### src/rtl/fixed_acc.sv
// Sign-magnitude fixed-point accumulator: sums a programmed number of product
// beats and presents one saturated sign-magnitude result with a done pulse.
module fixed_acc #(
  parameter int Q     = 16,
  parameter int N     = 32,
  parameter int CNT_W = 16
) (
  input  logic             clk_i,
  input  logic             rst_i,
  input  logic             start_i,
  input  logic [CNT_W-1:0] len_i,
  input  logic             valid_i,
  input  logic [N-1:0]     data_i,
  output logic             busy_o,
  output logic             done_o,
  output logic [N-1:0]     result_o,
  output logic             sat_o
);

  // Wide enough that 2^CNT_W full-scale magnitudes still fit with a sign bit.
  localparam int ACC_W = N + CNT_W;

  // The fractional point is implicit: inputs and output share the same QN.Q
  // format, so Q only has to be a legal position inside the magnitude.
  if (Q < 0 || Q > N - 1) begin : g_bad_q
    $error("fixed_acc: Q must lie within the magnitude field");
  end

  typedef enum logic [1:0] {
    S_IDLE = 2'd0,
    S_ACC  = 2'd1,
    S_DONE = 2'd2
  } state_t;

  state_t                   r_state;
  state_t                   w_state_next;
  logic signed [ACC_W-1:0]  r_acc;
  logic signed [ACC_W-1:0]  w_acc_next;
  logic        [CNT_W-1:0]  r_cnt;
  logic        [CNT_W-1:0]  w_cnt_next;
  logic        [N-1:0]      r_result;
  logic                     r_sat;

  logic signed [ACC_W-1:0]  w_mag_in;
  logic signed [ACC_W-1:0]  w_tc;
  logic                     w_load;
  logic                     w_acc_neg;
  logic        [ACC_W-1:0]  w_acc_abs;
  logic                     w_ovf;
  logic        [N-1:0]      w_result_next;

  // Sign-magnitude to two's complement; negative zero maps to 0.
  assign w_mag_in = {{(ACC_W - N + 1){1'b0}}, data_i[N-2:0]};
  assign w_tc     = data_i[N-1] ? -w_mag_in : w_mag_in;

  // NOTE: every always_comb output gets a default first, so no path through
  // the case statement can leave a signal unassigned and infer a latch.
  always_comb begin
    w_state_next = r_state;
    w_acc_next   = r_acc;
    w_cnt_next   = r_cnt;
    unique case (r_state)
      S_IDLE: begin
        if (start_i) begin
          w_cnt_next   = len_i;
          w_acc_next   = '0;
          w_state_next = (len_i == '0) ? S_DONE : S_ACC;
        end
      end
      S_ACC: begin
        if (valid_i) begin
          w_acc_next = r_acc + w_tc;
          w_cnt_next = r_cnt - CNT_W'(1);
          if (r_cnt == CNT_W'(1)) begin
            w_state_next = S_DONE;
          end
        end
      end
      S_DONE: begin
        w_state_next = S_IDLE;
      end
      default: begin
        w_state_next = S_IDLE;
      end
    endcase
  end

  // The result register loads on the edge that enters DONE, from the value
  // the accumulator takes on that same edge, so it is valid with done_o.
  assign w_load = (w_state_next == S_DONE) && (r_state != S_DONE);

  assign w_acc_neg     = w_acc_next[ACC_W-1];
  assign w_acc_abs     = w_acc_neg ? -w_acc_next : w_acc_next;
  assign w_ovf         = |w_acc_abs[ACC_W-1:N-1];
  assign w_result_next = {w_acc_neg, w_ovf ? {(N-1){1'b1}} : w_acc_abs[N-2:0]};

  // NOTE: sequential state uses non-blocking assignments only, so every
  // register samples the pre-edge values regardless of statement order.
  always_ff @(posedge clk_i or posedge rst_i) begin
    if (rst_i) begin
      r_state  <= S_IDLE;
      r_acc    <= '0;
      r_cnt    <= '0;
      r_result <= '0;
      r_sat    <= 1'b0;
    end else begin
      r_state <= w_state_next;
      r_acc   <= w_acc_next;
      r_cnt   <= w_cnt_next;
      if (w_load) begin
        r_result <= w_result_next;
        r_sat    <= w_ovf;
      end
    end
  end

  assign busy_o   = (r_state != S_IDLE);
  assign done_o   = (r_state == S_DONE);
  assign result_o = r_result;
  assign sat_o    = r_sat;

endmodule

### config.mk
export PLATFORM = sky130hd
export DESIGN_NAME = fixed_acc
export DESIGN_NICKNAME = d
export VERILOG_FILES = /design/src/rtl/fixed_acc.sv
export SDC_FILE = /design/constraint.sdc
export NUM_CORES = 1
export LEC_CHECK = 0
export ABC_AREA = 0
export CAP_MARGIN = 5
export CORE_MARGIN = 3
export CORE_UTILIZATION = 50
export CTS_BUF_LIST = sky130_fd_sc_hd__clkbuf_16
export DETAILED_ROUTE_END_ITERATION = 10
export PLACE_DENSITY = 0.73
export SLEW_MARGIN = 25
export SYNTH_ARGS = -nofsm -noshare
export SYNTH_HDL_FRONTEND = slang
export SYNTH_SLANG_ARGS = --single-unit
### constraint.sdc
create_clock -name clk_i -period 5.8 [get_ports clk_i]
set_input_delay 0.87 -clock clk_i [delete_from_list [all_inputs] [get_ports clk_i]]
set_output_delay 0.87 -clock clk_i [all_outputs]
set_load 0.05 [all_outputs]
==> results of run 1 <==
## kinds of logic (layout without fill, tap and decap cells)
logic type | count (synthesis) | count (layout) | synth area share
flip-flops | 99 | 99 | 0.254
XOR/XNOR | 73 | 73 | 0.0657
AND/OR/NAND/NOR | 481 | 481 | 0.261
adder cells (fa/ha/maj) | 60 | 60 | 0.0779
buffers and inverters | 98 | 543 | 0.0428
multiplexers | 12 | 12 | 0.0131
AO/OA/AOI/OAI | 433 | 433 | 0.286
## critical path: stages
cell and delay, ns:
clkdlybuf4s50_1 0.63, nand2_1 0.10, o21ai_1 0.26, inv_1 0.11
fa_1 0.43, nand2b_1 0.20, a211oi_2 0.30, o21ai_0 0.12
a32o_1 0.29, or4b_4 0.55, buf_4 0.17, nor3_1 0.22
nand4b_1 0.28, nor4_4 0.35, buf_4 0.21, nand2_2 0.09
o41ai_4 0.31, o211ai_1 0.20, a2111oi_4 0.39, buf_6 0.20
buf_12 0.13, buf_16 0.13, a21oi_2 0.07
## final cells by class
cell class	count	area, µm²	share of cell area
sequential	99	2480	0.163
clock buffer	9	225	0.0148
inverter	38	148	0.00972
tap	260	325	0.0214
multi-input combinational	1059	7920	0.521
clock inverter	7	85.1	0.00560
timing repair buffer	489	4010	0.264
## cell usage after synthesis (all sizes together) (25+ instances only)
cell / instances
ha: 59
nor2: 125
inv: 38
nor3: 65
a21oi: 140
nand4: 25
nand3: 30
nand2: 123
o21ai: 111
dfrtp: 99
clkbuf: 38
xnor2: 61
## cells in the final DEF, fill, tap and decap left out, drive strengths merged, types with 14 or more instances in the layout
cell and instances:
nand3 30, xnor2 61, ha 59, inv 41, a21oi 140, nand4 25
or3 19, nor2 125, nand2 123, buf 407, nor3 65, o21ai 111
nor4 15, dfrtp 99, a21o 22, o31ai 18, clkdlybuf4s50 68, o211ai 16
o21a 16, a22oi 14
## worst max path at each step
| stage | start | end | slack, ns | cells past startpoint |
|---|---|---|---|---|
| 2_1_floorplan | data_i[14] | result_o[29] | -0.33 | 21 |
| 3_3_place_gp | data_i[14] | result_o[26] | -1.12 | 23 |
| 3_5_place_dp | data_i[14] | result_o[11] | -1.21 | 23 |
| 4_1_cts | data_i[14] | result_o[24] | -0.44 | 26 |
| 5_1_grt | data_i[1] | result_o[6] | -0.81 | 28 |
| 6_report | data_i[31] | result_o[6] | -0.61 | 23 |
## repair_timing
| action | in CTS | in global routing |
|---|---|---|
| buffers inserted | 31 | 24 |
| pin swaps | 60 | 62 |
| gates resized for setup | 147 | 109 |
| gates cloned | 3 | 0 |
| endpoints found under the setup margin | 32 | 32 |
## stage by stage
step | util | hold WS [ns] | cells | setup slack, ns
after floorplan | - | 0.494 | 1256 | -0.329
after global placement | 0.711 | 0.508 | 1890 | -1.12
after detailed placement | 0.711 | 0.522 | 1890 | -1.21
after CTS | 0.772 | 0.533 | 1940 | -0.440
after global routing | 0.804 | 0.572 | 1961 | -0.813
final | 0.804 | 0.543 | 1961 | -0.608
## power by group
group,switching (µW),total [µW],internal [µW]
combinational,3720,6830,3110
sequential,312,1240,928
clock,291,634,343
total,4320,8710,4380
## sequential cells by signal, indices dropped and copies added, names as in the netlist
name	count
sat_o	1
r_state	2
r_cnt	16
r_acc	48
result_o	32
## per-layer routing
metal	vias up	routed length (µm)
li1	5555	-
met1	5869	16900
met2	826	18100
met3	144	4430
met4	0	1390
met5	-	0
==> results.json, run 1 <==
{
  "outcome": "finished, violations left",
  "violations": "negative setup slack",
  "hold_path_class": "register to register",
  "die_x_um": 146,
  "die_y_um": 146,
  "r2r_end": "result_o[6]",
  "p_per_area_nw_per_um2": 573,
  "synth_area_um2": 9740,
  "area_growth_pct": 56.0,
  "hold_end": "result_o[17]",
  "drt_iter0_drc": 1482,
  "cts_tree": "yes",
  "whs_path_depth": 2,
  "clockBufferDepth": 2,
  "setup_viol": 32,
  "synth_area_leaders": "dfrtp_1, ha_1, a21oi_1, xnor2_1, nor2_1",
  "vdd_drop_max_mv": 0.313,
  "fmax_mhz": 156,
  "r2r-start": "r_acc[0]",
  "ant_nets": 0,
  "initial_core_util": 0.515,
  "dp_hpwl_um": 27400,
  "synth_nets": 1368,
  "grt_first_pass_wirelength_um": 59900,
  "vias_per_cell": 6.32,
  "synth.avg_cell_area_um2": 7.75,
  "synth_cell_type_count": 88,
  "grt_pass1_vias": 11500,
  "p_leak_uw": 0.00658,
  "numCtsBuffers": 9,
  "grt_antenna_before_repair": 0,
  "cp_max_fo": 8,
  "grt_overflow": 0,
  "stdcell_area_um2": 15200,
  "clk_pin_slew_worst_paths_ns": 0.08,
  "yosysTopAreaCell": "dfrtp_1",
  "place_congestion": 0.976,
  "drc_errors": 0,
  "clock_sinks": 99,
  "cts-root-buf": "clkbuf_16",
  "reg2reg_setup_slack_ns": 0.43,
  "grt_busiest_layer": "met2",
  "critPathArrivalTime_ns": 6.64,
  "use_met1": 0.484,
  "coreArea_um2": 18900,
  "worstSetupPathType": "input pin to register",
  "nets": 1808,
  "met2_usage": 0.544,
  "total_power_uw": 8710,
  "fin_crit_sh": 1.10,
  "htree_levels": 3,
  "drt_wl_total_um": 40900,
  "ff2ff_path_depth": 21,
  "antenna_cells": 0,
  "clk_latency_ns": 0.36,
  "grt.total_usage": 0.343,
  "route.vias.total": 12400,
  "synth_edf_count": 0,
  "slew_viol_final": 0,
  "die_area_um2": 21200,
  "yosysTopAreaCellShare": 0.254,
  "netlist_instances": 1256,
  "synth_seq_area_share": 0.254,
  "endpoint_kind": "register",
  "finalSetupTns_ns": -17.01,
  "finalHoldViolations": 0,
  "start_kind": "input pin",
  "hold_path_startpoint": "result_o[17]",
  "relSlewSlack": 0.462,
  "rows": 50,
  "wl_per_cell_um": 20.8,
  "rsz0062_at_grt": "yes",
  "setup_slack_ns": -0.608,
  "grt_max_degree": 51,
  "cts_hold_buf": 0,
  "fin_crit_ns": 6.41,
  "required_ns": 6.03,
  "met3_usage": 0.0757,
  "postSynth.asyncResetShare": 1.00,
  "port_buffers": 86,
  "dr.pass1.iters": 7,
  "cap_violations": 0,
  "boundaryPins": 87,
  "synth_seq_cells": 99,
  "fillers": 1177,
  "ys.flop_type": "dfrtp_1",
  "drive_gt1_frac": 0.370,
  "tightest_slew_ns": 0.799,
  "ys_warn_count": 0,
  "fin_skew_ns": 0.0130,
  "dpl_cell_area_um2": 13400
}
No activity file was read; power rests on OpenSTA's default activity.
==> run 2: changes to the inputs <==
--- a/config.mk
+++ b/config.mk
@@ -12,6 +12,7 @@
 export CTS_BUF_LIST = sky130_fd_sc_hd__clkbuf_16
 export DETAILED_ROUTE_END_ITERATION = 10
 export PLACE_DENSITY = 0.73
+export SKIP_CTS_REPAIR_TIMING = 1
 export SLEW_MARGIN = 25
 export SYNTH_ARGS = -nofsm -noshare
 export SYNTH_HDL_FRONTEND = slang
==> results.json, run 2 (synthesis gave the netlist of run 1 again) <==
{
  "critPathMostFrequentCell": "buf_4",
  "start_kind": "input pin",
  "drt_iter0_drc": 1230,
  "p_leak_uw": 0.00640,
  "fmax_mhz": 158,
  "slew_viol_final": 0,
  "coreArea_um2": 18900,
  "worstSetupPathType": "input pin to register",
  "initial_core_util": 0.515,
  "critPathArrivalTime_ns": 6.57,
  "grt_antenna_before_repair": 0,
  "cts-root-buf": "clkbuf_16",
  "nets": 1777,
  "port_buffers": 86,
  "vias_per_cell": 6.14,
  "relSlewSlack": 0.527,
  "cp_slowest_cell": "or4_4",
  "die_y_um": 146,
  "area_growth_pct": 49.3,
  "vdd_drop_max_mv": 0.252,
  "layout_commonest_cell": "buf_4",
  "place_ws_ns": -1.21,
  "hold_path_class": "register to register",
  "grt_max_degree": 51,
  "clock_sinks": 99,
  "drt_wl_total_um": 37500,
  "setup_viol": 32,
  "final_core_util": 0.769,
  "die_x_um": 146,
  "numCtsBuffers": 9,
  "finalSetupTns_ns": -13.56,
  "endpoint_kind": "register",
  "outcome": "finished, violations left",
  "violations": "negative setup slack",
  "drive_gt1_frac": 0.332,
  "wl_per_cell_um": 19.4,
  "cp_slowest_stage_delay_ns": 0.59,
  "fin_skew_ns": 0.0128,
  "clockBufferDepth": 2,
  "fin_crit_ns": 6.31,
  "stdcell_area_um2": 14500,
  "p_per_area_nw_per_um2": 562,
  "route.vias.total": 11900,
  "top_register": "r_acc",
  "setup_slack_ns": -0.511,
  "fin_crit_sh": 1.09,
  "dpl_cell_area_um2": 13400,
  "rsz0062_at_grt": "yes",
  "die_area_um2": 21200,
  "rows": 50,
  "grt_first_pass_wirelength_um": 55200,
  "cp_max_fo": 8,
  "grt_overflow": 0,
  "tightest_slew_ns": 0.703,
  "boundaryPins": 87,
  "finalHoldViolations": 0,
  "grt.total_usage": 0.315,
  "cts_tree": "yes",
  "mostFrequentLayoutCells": "buf_4, nor2_1, nand2_1, a21oi_1, dfrtp_1",
  "clk_pin_slew_worst_paths_ns": 0.08,
  "clk_latency_ns": 0.37,
  "ant_nets": 0,
  "drc_errors": 0,
  "grt_pass1_vias": 10900,
  "required_ns": 6.06,
  "antenna_cells": 0,
  "dr.pass1.iters": 6,
  "dp_hpwl_um": 27400,
  "cap_violations": 0,
  "largest_reg_flops": 48,
  "place_congestion": 0.976,
  "htree_levels": 3
}
-- run 2: cell count changes in the layout (fill, tap and decap cells not counted), sizes merged --
cell / previous run / this run
dlygate4sd2: 8 / 0
clkbuf: 11 / 17
clkdlybuf4s50: 68 / 66
buf: 407 / 370
clkdlybuf4s15: 2 / 0
dlymetal6s2s: 2 / 14
-- run 2: area by class of cell --
type	instances	area [µm²]
clock buffers	9	225
well taps	260	325
clock inverters	7	85.1
inverters	38	148
flip-flops and latches	99	2480
fillers	1329	4360
multi-input cells	1059	7470
repair buffers	458	3800
-- run 2: final timing paths --
check                      cells after the start           end   startpoint  slack (ns)
min in group asynchronous                      2  result_o[13]        rst_i        0.93
max in group asynchronous                      3     r_acc[39]        rst_i        3.79
max reg2reg                                   20   result_o[0]     r_acc[0]        0.67
min reg2reg                                    2   result_o[3]  result_o[3]        0.54
max                                           25   result_o[0]   data_i[13]       -0.51
min                                            2   result_o[3]  result_o[3]        0.54
-- run 2: metal layers --
metal | part of all wire | vias to the layer above | wire (µm) | GRT usage
li1 | - | 5492 | - | -
met1 | 0.44 | 5624 | 16300 | 0.465
met2 | 0.44 | 655 | 16500 | 0.476
met3 | 0.097 | 86 | 3620 | 0.0567
met4 | 0.028 | 0 | 1050 | 0.0845
met5 | 0 | - | 0 | 0
-- run 2: metrics by stage --
stage	instances	hold WS, ns	total power (µW)
floorplan	1256	0.494	4210
global placement	1890	0.508	6730
detailed placement	1890	0.522	6820
CTS	1906	0.543	7500
global route	1930	0.573	8660
finish	1930	0.540	8170
-- run 2: power breakdown --
group	internal [µW]	leakage [µW]	switching, µW
Clock	343	0.000146	292
Sequential	928	0.00125	301
Combinational	2920	0.00500	3390
-- run 2: critical path, delay by kind of cell --
kind	cells	cell delay, ns
AND/OR/NAND/NOR	9	2.31
buffers and inverters	6	1.02
AO/OA/AOI/OAI	8	1.91
adder cells (fa/ha/maj)	1	0.38
XOR/XNOR	1	0.07
